## src/rtl/usb_nrzi_stuff_encode.sv

```systemverilog
// Transmit-side USB line encoder: bit stuffing, NRZI encoding and EOP generation onto D+/D-.
// One bit time per clk; a bit consumed in cycle N is on the line in cycle N+1.
module usb_nrzi_stuff_encode #(
  parameter int STUFF_LEN    = 6,
  parameter int EOP_SE0_BITS = 2
) (
  input  logic clk,
  input  logic rst,
  input  logic s_in,
  input  logic start_encode,
  input  logic end_encode,
  input  logic abort,
  output logic dp,
  output logic dm,
  output logic tx_en,
  output logic stuff_wait,
  output logic encode_wait,
  output logic eop_done
);

  localparam int CW = $clog2(STUFF_LEN + 1);
  localparam int SW = $clog2(EOP_SE0_BITS + 1);

  typedef enum logic [2:0] {
    S_IDLE,
    S_DATA,
    S_STUFF,
    S_EOP_SE0,
    S_EOP_J
  } state_t;

  state_t        state_q, state_d;
  logic          dp_q, dp_d;
  logic          dm_q, dm_d;
  logic          tx_en_q, tx_en_d;
  logic          eop_done_q, eop_done_d;
  logic          end_pend_q, end_pend_d;
  logic [CW-1:0] ones_cnt_q, ones_cnt_d;
  logic [SW-1:0] se0_cnt_q, se0_cnt_d;

  always_ff @(posedge clk or posedge rst) begin
    if (rst) begin
      state_q    <= S_IDLE;
      dp_q       <= 1'b1;
      dm_q       <= 1'b0;
      tx_en_q    <= 1'b0;
      eop_done_q <= 1'b0;
      end_pend_q <= 1'b0;
      ones_cnt_q <= '0;
      se0_cnt_q  <= '0;
    end else begin
      state_q    <= state_d;
      dp_q       <= dp_d;
      dm_q       <= dm_d;
      tx_en_q    <= tx_en_d;
      eop_done_q <= eop_done_d;
      end_pend_q <= end_pend_d;
      ones_cnt_q <= ones_cnt_d;
      se0_cnt_q  <= se0_cnt_d;
    end
  end

  always_comb begin
    state_d    = state_q;
    dp_d       = dp_q;
    dm_d       = dm_q;
    tx_en_d    = tx_en_q;
    eop_done_d = 1'b0;
    end_pend_d = end_pend_q;
    ones_cnt_d = ones_cnt_q;
    se0_cnt_d  = se0_cnt_q;

    case (state_q)
      S_IDLE: begin
        dp_d       = 1'b1;
        dm_d       = 1'b0;
        tx_en_d    = 1'b0;
        ones_cnt_d = '0;
        end_pend_d = 1'b0;
        if (start_encode) begin
          state_d = S_DATA;
          tx_en_d = 1'b1;
        end
      end
      S_DATA: begin
        if (!s_in) begin
          // NRZI: a zero is a transition, dm always the complement of dp
          dp_d       = ~dp_q;
          dm_d       = dp_q;
          ones_cnt_d = '0;
          if (end_encode) begin
            state_d   = S_EOP_SE0;
            se0_cnt_d = '0;
          end
        end else if (ones_cnt_q == CW'(STUFF_LEN - 1)) begin
          ones_cnt_d = CW'(STUFF_LEN);
          end_pend_d = end_encode;
          state_d    = S_STUFF;
        end else begin
          ones_cnt_d = ones_cnt_q + CW'(1);
          if (end_encode) begin
            state_d   = S_EOP_SE0;
            se0_cnt_d = '0;
          end
        end
      end
      S_STUFF: begin
        dp_d       = ~dp_q;
        dm_d       = dp_q;
        ones_cnt_d = '0;
        if (end_pend_q) begin
          state_d   = S_EOP_SE0;
          se0_cnt_d = '0;
        end else begin
          state_d = S_DATA;
        end
      end
      S_EOP_SE0: begin
        dp_d      = 1'b0;
        dm_d      = 1'b0;
        se0_cnt_d = se0_cnt_q + SW'(1);
        if (se0_cnt_q == SW'(EOP_SE0_BITS - 1)) begin
          state_d = S_EOP_J;
        end
      end
      S_EOP_J: begin
        dp_d       = 1'b1;
        dm_d       = 1'b0;
        tx_en_d    = 1'b1;
        eop_done_d = 1'b1;
        end_pend_d = 1'b0;
        state_d    = S_IDLE;
      end
      default: begin
        state_d = S_IDLE;
      end
    endcase

    if (abort) begin
      state_d    = S_IDLE;
      dp_d       = 1'b1;
      dm_d       = 1'b0;
      tx_en_d    = 1'b0;
      eop_done_d = 1'b0;
      end_pend_d = 1'b0;
      ones_cnt_d = '0;
      se0_cnt_d  = '0;
    end
  end

  assign dp          = dp_q;
  assign dm          = dm_q;
  assign tx_en       = tx_en_q;
  assign eop_done    = eop_done_q;
  assign stuff_wait  = (state_q == S_STUFF);
  assign encode_wait = (state_q == S_IDLE);

endmodule

```

## config.mk

```make
export PLATFORM = sky130hd
export DESIGN_NAME = usb_nrzi_stuff_encode
export DESIGN_NICKNAME = d
export VERILOG_FILES = /design/src/rtl/usb_nrzi_stuff_encode.sv
export SDC_FILE = /design/constraint.sdc
export NUM_CORES = 1
export LEC_CHECK = 0
export BUFFER_PORTS_ARGS = -buffer_cell sky130_fd_sc_hd__buf_2
export CAP_MARGIN = 25
export CORE_MARGIN = 4
export CORE_UTILIZATION = 53
export DETAILED_ROUTE_END_ITERATION = 8
export PLACE_DENSITY = 0.75
export SLEW_MARGIN = 10
export SYNTH_ARGS = -nofsm -noshare
export SYNTH_HDL_FRONTEND = slang
export SYNTH_SLANG_ARGS = --single-unit
```

## constraint.sdc

```tcl
create_clock -name clk -period 1.65 [get_ports clk]
set_clock_uncertainty 0.2 [all_clocks]
set_input_delay 0.33 -clock clk [delete_from_list [all_inputs] [get_ports clk]]
set_output_delay 0.33 -clock clk [all_outputs]
set_load 0.02 [all_outputs]
```

# Word level (Yosys, flattened, before mapping)
# Cells that the tools add are included.
# classes
addsub	2
eq_ne	13
mux	33
n_bitwise	1
reduce_logical	15
# op_table
cell	count
3-bit two-way mux	9
3-bit != test, second input constant	5
2-bit two-way mux	6
3-bit one-hot mux with 4 select lines	1
1-bit two-way mux	11
3-bit nonzero test	3
4-bit nonzero test	2
3-bit by 2-bit == test with 1-bit output, second input constant	2
3-bit == test, second input constant	2
2-bit one-hot mux with 3 select lines	1
3-bit one-hot mux with 2 select lines	1
2-bit AND reduction	3
3-bit AND reduction	2
5-bit nonzero test	1
4-bit != test, second input constant	1
1-bit one-hot mux with 2 select lines	2
1-bit one-hot mux with 4 select lines	1
2-bit OR reduction	2
3-bit by 1-bit adder with 3-bit output, second input constant	1
3-bit by 1-bit == test with 1-bit output, second input constant	1
3-bit zero test	1
3-bit by 2-bit != test with 1-bit output, second input constant	1
1-bit one-hot mux with 3 select lines	1
3-bit OR reduction	1
3 further kinds	3
# totals
regBits	13
output_inout_bits	6
wordCells	72

# Depth between registers and ports, before layout
# Gate-level depths: netlist of run 1.
# logic_depth
ltp_word	5
depth_mapped	5

# Worst setup path after synthesis of run 1
# Ideal clock, no wire load.
# synth_path
path_kind	reg2out
from	reg state_q[0]
to	out encode_wait
arrival_ns	1.118
setup_slack_ns	0.002
path_stages_with_launch	4
n_path_buf	2
path_cell_list	dfrtp_1 > buf_4 > buf_6 > nor3_1
# synth_via
elab_chain_cells	1
# synth_rtl
element	line	source
start: declaration	32	state_t state_q, state_d;
start signal: assignment	52	state_q <= state_d;
3-bit zero test	156	assign encode_wait = (state_q == S_IDLE);
end: declaration	17	output logic encode_wait,
# Every way passes these cells.

# Worst setup path after layout of run 1
# layout_path
from	reg state_q[2]
to	out stuff_wait
# layout_via
elab_chain_cells	1
# layout_rtl
element	line	source
3-bit by 2-bit == test with 1-bit output	155	assign stuff_wait = (state_q == S_STUFF);
end: declaration	16	output logic stuff_wait,
# Every way passes these cells.

==> out/metrics.cfg, run 1 <==
[timing]
fmax_mhz=607
final_max_slew_viol_count=0
finalCritPeriodShare_pct=99.9
whs_ns=0.0978
setup_viol=0
rsz0062_at_grt=yes
hold_violations=0
min_period_ns=1.65
maxSlewHeadroom_pct=66.4
tns_ns=0
worst_pin_slew_ns=0.504

[status]
run_status=complete, no violations

[critical_path]
crit_arrival_ns=1.12
r2r_end=se0_cnt_q[0]
end_kind=output port
critPathSlowestCell=dfrtp_2
cp-start-kind=flop
path_cells=nor2_2 > and2_4 > buf_6
cp_num_buf_inv=1
crit_path_max_incr_delay_ns=0.45
r2r-start=ones_cnt_q[0]
cp_max_fo=4
regToRegSetupSlack_ns=0.12
path_delay_family=flip-flops
worstSetupPathType=reg -> out
reg2reg_depth=4
cp.required_ns=1.12

[logic_synthesis]
yosys_warnings=0
syn_area_um2=772
synth_area_leaders=dfrtp_1 (39%), ha_1 (4.9%), o21ai_0 (3.9%)
avgSynthCellArea_um2=10.0
ys_ff_latch=13
post-synth-top-area-cell=dfrtp_1
synth_edf_count=0
synth_nets=86
synthDistinctLibCells=37
syn_inst=77
async_flop_share_pct=100
ys_seq_area_share_pct=42.3
netlist.area_leader.share_pct=38.9
synth_top_flop_cell=dfrtp_1

[global_routing]
grtUsageTotal_pct=20.9
grt_overflow=0
grt_pass1_wl_mm=3.06
grt_max_degree=14
grt_pass1_vias=690
antenna_found_initial=0

[drt]
remaining_drc_errors=0
wl_mm=1.72
vias_per_cell=5.96
ant_nets=0
drt-initial-drc-count=14
wl_per_cell_um=15.0
first_pass_iters=4
vias=685

[floorplanning]
die_y_um=46.2
die-area_um2=2130
rows=13
io_pins=12
die_w_um=46.2
start_util_pct=57.9
coreArea_um2=1330

[clock_network]
clockRootBuffer=clkbuf_4
htree_num_levels=1
clk_pin_slew_ns=0.07
cts_tree=built
clock_sink_count=13
cts_buffers=3
clock_latency_ns=0.28
cts.path.max_buffers=2

[placed_design]
place_area_um2=848
place_congestion=0.819
dp_hpwl_mm=1.15
port_buffers=11

[min_path]
min_path_type=in -> reg
holdPathStages=2
min_from=start_encode
hold_end=state_q[0]

[power_and_ir_drop]
cellPowerDensity_nw_per_um2=674
ir_drop_mv=0.538
p_leak_nw=0.460

[finish]
insertedDiodeCount=0
drive_above_1_share_pct=42.0
final_area_um2=976
layout-area-overhead-vs-synth_pct=26.4
nNetsFinal=110
final_common_cell=buf_4
final_cell_mix=buf_4 (12), dfrtp_1 (9), buf_2 (9)

[run]
maxCapViolCount=0

[cell usage after synthesis, types with 2 or more instances]
cell type	n
dfrtp_1	12
ha_1	3
and3_1	2
nand2_1	3
nand3_1	2
nor2_1	6
buf_6	2
o311ai_1	2
and2_1	2
buf_4	2
a22o_1	2
a21oi_1	3
buf_2	2
inv_1	6
o21ai_0	6
[cell families after synthesis]
kind of cell,count (synthesis),share of synthesized area [%]
and+or+nand+nor,24,19.3
DFF,13,42.3
buffers and inverters,12,9.08
AOI/OAI and AO/OA,24,23.2
muxes,1,1.30
adders and majority gates,3,4.86
[area by class of cell]
cell class                      count  area [µm²]
Timing Repair Buffer               25         188
Tap cell                           15        18.8
Multi-Input combinational cell     52         390
Fill cell                         100         358
Inverter                            6        22.5
Clock buffer                        4        26.3
Sequential cell                    13         330
[power by group]
group / switching (mW) / internal [mW]
Combinational: 0.0635 / 0.0604
Clock: 0.102 / 0.0940
Sequential: 0.00901 / 0.329
[per-layer routing]
layer | GRT usage [%] | routed length [µm]
met4 | 13.6 | 44
met1 | 27.4 | 749
met3 | 2.34 | 110
met2 | 32.1 | 818
met5 | 0 | 0
[registers in the layout, summed over array words and instances, names as in the netlist]
name and flops:
dp 1, se0_cnt_q 2, end_pend_q 1, ones_cnt_q 3, dm 1, state_q 3
eop_done 1, tx_en 1
[stage by stage]
stage	std cells	setup WS, ns	utilization (%)	power, mW
floorplan	77	0.00200	-	0.415
detailed placement	102	0.0898	63.6	0.445
CTS	114	0.00508	72.0	0.656
global route	115	-0.0462	73.2	0.697
finish	115	0.00137	73.2	0.658
global placement	102	0.124	63.6	0.442
[timing repair]
item	in CTS	in global routing
endpoints found under the hold margin	12	0
setup buffers	7	1
pin swaps	1	2
resized for setup	9	3
endpoints found under the setup margin	2	6
hold buffers	1	0
[how the worst max path moves through the flow]
stage	slack [ns]	depth (start not counted)	startpoint	end
floorplan	0.002	3	state_q[0]	encode_wait
global placement	0.12	4	ones_cnt_q[0]	se0_cnt_q[0]
global route	-0.05	3	state_q[2]	stuff_wait
CTS	0.005	3	state_q[0]	stuff_wait
detailed placement	0.09	4	ones_cnt_q[0]	se0_cnt_q[0]
finish	0.001	3	state_q[2]	stuff_wait
Note: power is estimated with default switching activity, not from simulation.
==> run 2: changes to the inputs <==
- BUFFER_PORTS_ARGS: -buffer_cell sky130_fd_sc_hd__buf_2 -> -buffer_cell sky130_fd_sc_hd__buf_4
- CORE_UTILIZATION: 53 -> 44
- PLACE_DENSITY: 0.75 -> unset
- PLACE_DENSITY_LB_ADDON: unset -> 0.05
==> run 2 against run 1 <==
  * Hold slack worse by 0.0068 ns
  * Sequential cell count unchanged
  * Power up 1.1%
  * Sequential share of layout area down 1.3 points
  * Combinational power up 7%
  * Global-route usage down 5.0 points
  * Highest routed layer unchanged
==> out/metrics.cfg, run 2 (synthesized netlist as in run 1, its figures left out) <==
[timing]
maxSlewHeadroom_pct=64.8  ; was 66.4%
finalCritPeriodShare_pct=99.6  ; was 99.9%
worst_pin_slew_ns=0.527  ; was 0.504 ns
fin_ws_ns=0.00586  ; was 0.00137 ns
tns_ns=0  ; unchanged
min_period_ns=1.64  ; was 1.65 ns
hold_violations=0  ; unchanged
final_max_slew_viol_count=0  ; unchanged
setup_viol=0  ; unchanged
fmax_mhz=608  ; was 607 MHz
rsz0062_at_grt=yes  ; unchanged

[finish]
final_cell_mix=buf_4 (17), dfrtp_1 (11), inv_1 (6), o21ai_0 (6)  ; was buf_4 (12), dfrtp_1 (9), buf_2 (9)
final_area_um2=1010  ; was 976 µm²
final_common_cell=buf_4  ; unchanged
insertedDiodeCount=0  ; unchanged
drive_above_1_share_pct=37.8  ; was 42.0%
layout-area-overhead-vs-synth_pct=30.3  ; was 26.4%
reg_top3=ones_cnt_q: 3 flops, state_q: 3 flops, se0_cnt_q: 2 flops  ; unchanged
nNetsFinal=108  ; was 110
final_core_util_pct=63.8  ; was 73.2%

[power_and_ir_drop]
p_leak_nw=0.465  ; was 0.460 nW
seqPwrFrac_pct=50.7  ; was 51.4%
sw_frac_of_total_pct=26.6  ; was 26.5%
cellPowerDensity_nw_per_um2=661  ; was 674 nW/µm²
power_uw=665  ; was 658 µW
p_switching_uw=177  ; was 174 µW
ir_drop_mv=0.444  ; was 0.538 mV
internal-power_uw=488  ; was 483 µW
p_comb_share_pct=20.0  ; was 18.8%
clkPwrFrac_pct=29.3  ; was 29.8%

[global_routing]
grt_max_degree=14  ; unchanged
grt_pass1_vias=668  ; was 690
antenna_found_initial=0  ; unchanged
grt_pass1_wl_mm=2.99  ; was 3.06 mm
grtUsageTotal_pct=16.0  ; was 20.9%
grt_overflow=0  ; unchanged

[placed_design]
place_area_um2=865  ; was 848 µm²
port_buffers=11  ; unchanged
dp_hpwl_mm=1.14  ; was 1.15 mm
place_ws_ns=0.0654  ; was 0.0898 ns
place_congestion=0.829  ; was 0.819

[drt]
remaining_drc_errors=0  ; unchanged
first_pass_iters=4  ; unchanged
wl_mm=1.72  ; about the same
vias_per_cell=5.71  ; was 5.96
wl_per_cell_um=15.1  ; was 15.0 µm
met3_length_um=84  ; was 110 µm
m1WireLength_um=773  ; was 749 µm
vias=651  ; was 685
ant_nets=0  ; unchanged
drt-initial-drc-count=19  ; was 14
routed.top_layer=met4  ; unchanged
met2RoutedLength_um=846  ; was 818 µm

[clock_network]
cts.path.max_buffers=2  ; unchanged
htree_num_levels=1  ; unchanged
cts_buffers=3  ; unchanged
clockRootBuffer=clkbuf_4  ; unchanged
clock_latency_ns=0.27  ; was 0.28 ns
clock_sink_count=13  ; unchanged
clk_pin_slew_ns=0.08  ; was 0.07 ns
cts_tree=built  ; unchanged

[floorplanning]
die_w_um=49.9  ; was 46.2 µm
die_y_um=49.9  ; was 46.2 µm
coreArea_um2=1580  ; was 1330 µm²
rows=14  ; was 13
io_pins=12  ; unchanged
die-area_um2=2490  ; was 2130 µm²
start_util_pct=49.0  ; was 57.9%

[min_path]
holdPathStages=2  ; unchanged
min_path_type=in -> reg  ; unchanged

[critical_path]
path_depth=3  ; unchanged
path_cells=buf_6 > nor3_4 > buf_6  ; was nor2_2 > and2_4 > buf_6
worstSetupPathType=reg -> out  ; unchanged
critPathSlowestCell=dfrtp_1  ; was dfrtp_2
cp.required_ns=1.12  ; about the same
crit_arrival_ns=1.11  ; was 1.12 ns
crit_path_max_incr_delay_ns=0.42  ; was 0.45 ns
cp_num_buf_inv=2  ; was 1
cp-start-kind=flop  ; unchanged
end_kind=output port  ; unchanged
timing.critical_path.mode_cell=buf_6
reg2reg_depth=4  ; unchanged
path_delay_family=flip-flops  ; unchanged
cp_max_fo=3  ; was 4

[status]
run_status=complete, no violations  ; unchanged

[run]
maxCapViolCount=0  ; unchanged

## run 2: layer usage
metal / global-route usage (%) / up-vias
met1: 19.5 / 312
li1: - / 323
met3: 4.52 / 2
met4: 8.29 / 0
met5: 0 / -
met2: 25.3 / 14
## run 2: stage by stage
step	instances	hold WS (ns)
floorplan	77	0.00624
global placement	103	0.197
detailed placement	103	0.207
CTS	112	0.0846
global route	114	0.0830
finish	114	0.0910
## run 2: final timing paths
check                         startpoint       endpoint  slack [ns]
setup / recovery              state_q[1]    encode_wait       0.006
hold / removal                     abort          tx_en        0.09
setup reg to reg           ones_cnt_q[0]   se0_cnt_q[0]        0.07
hold reg to reg             se0_cnt_q[0]   se0_cnt_q[0]        0.31
max in group asynchronous            rst     state_q[2]        0.40
min in group asynchronous            rst  ones_cnt_q[0]        0.47
## run 2: power groups by stage
stage	Combinational, mW	Sequential, mW	Clock [mW]
finish	0.133	0.337	0.195
global route	0.146	0.339	0.228
CTS	0.119	0.337	0.200
detailed placement	0.108	0.342	0
global placement	0.107	0.342	0
floorplan	0.0697	0.345	0
## run 2: timing repair
item                                    4_1_cts  5_1_grt
hold buffers                                  1        0
buffers inserted                              4        2
pin swaps                                     1        1
endpoints found under the setup margin        2        4
resized for setup                             7        6
endpoints found under the hold margin        12        0
## run 2: layout make-up
class / instances / area (µm²)
flip-flops and latches: 13 / 328
multi-input cells: 52 / 415
repair buffers: 23 / 194
inverters: 6 / 22.5
well taps: 16 / 20.0
fillers: 125 / 571
clock buffers: 4 / 26.3
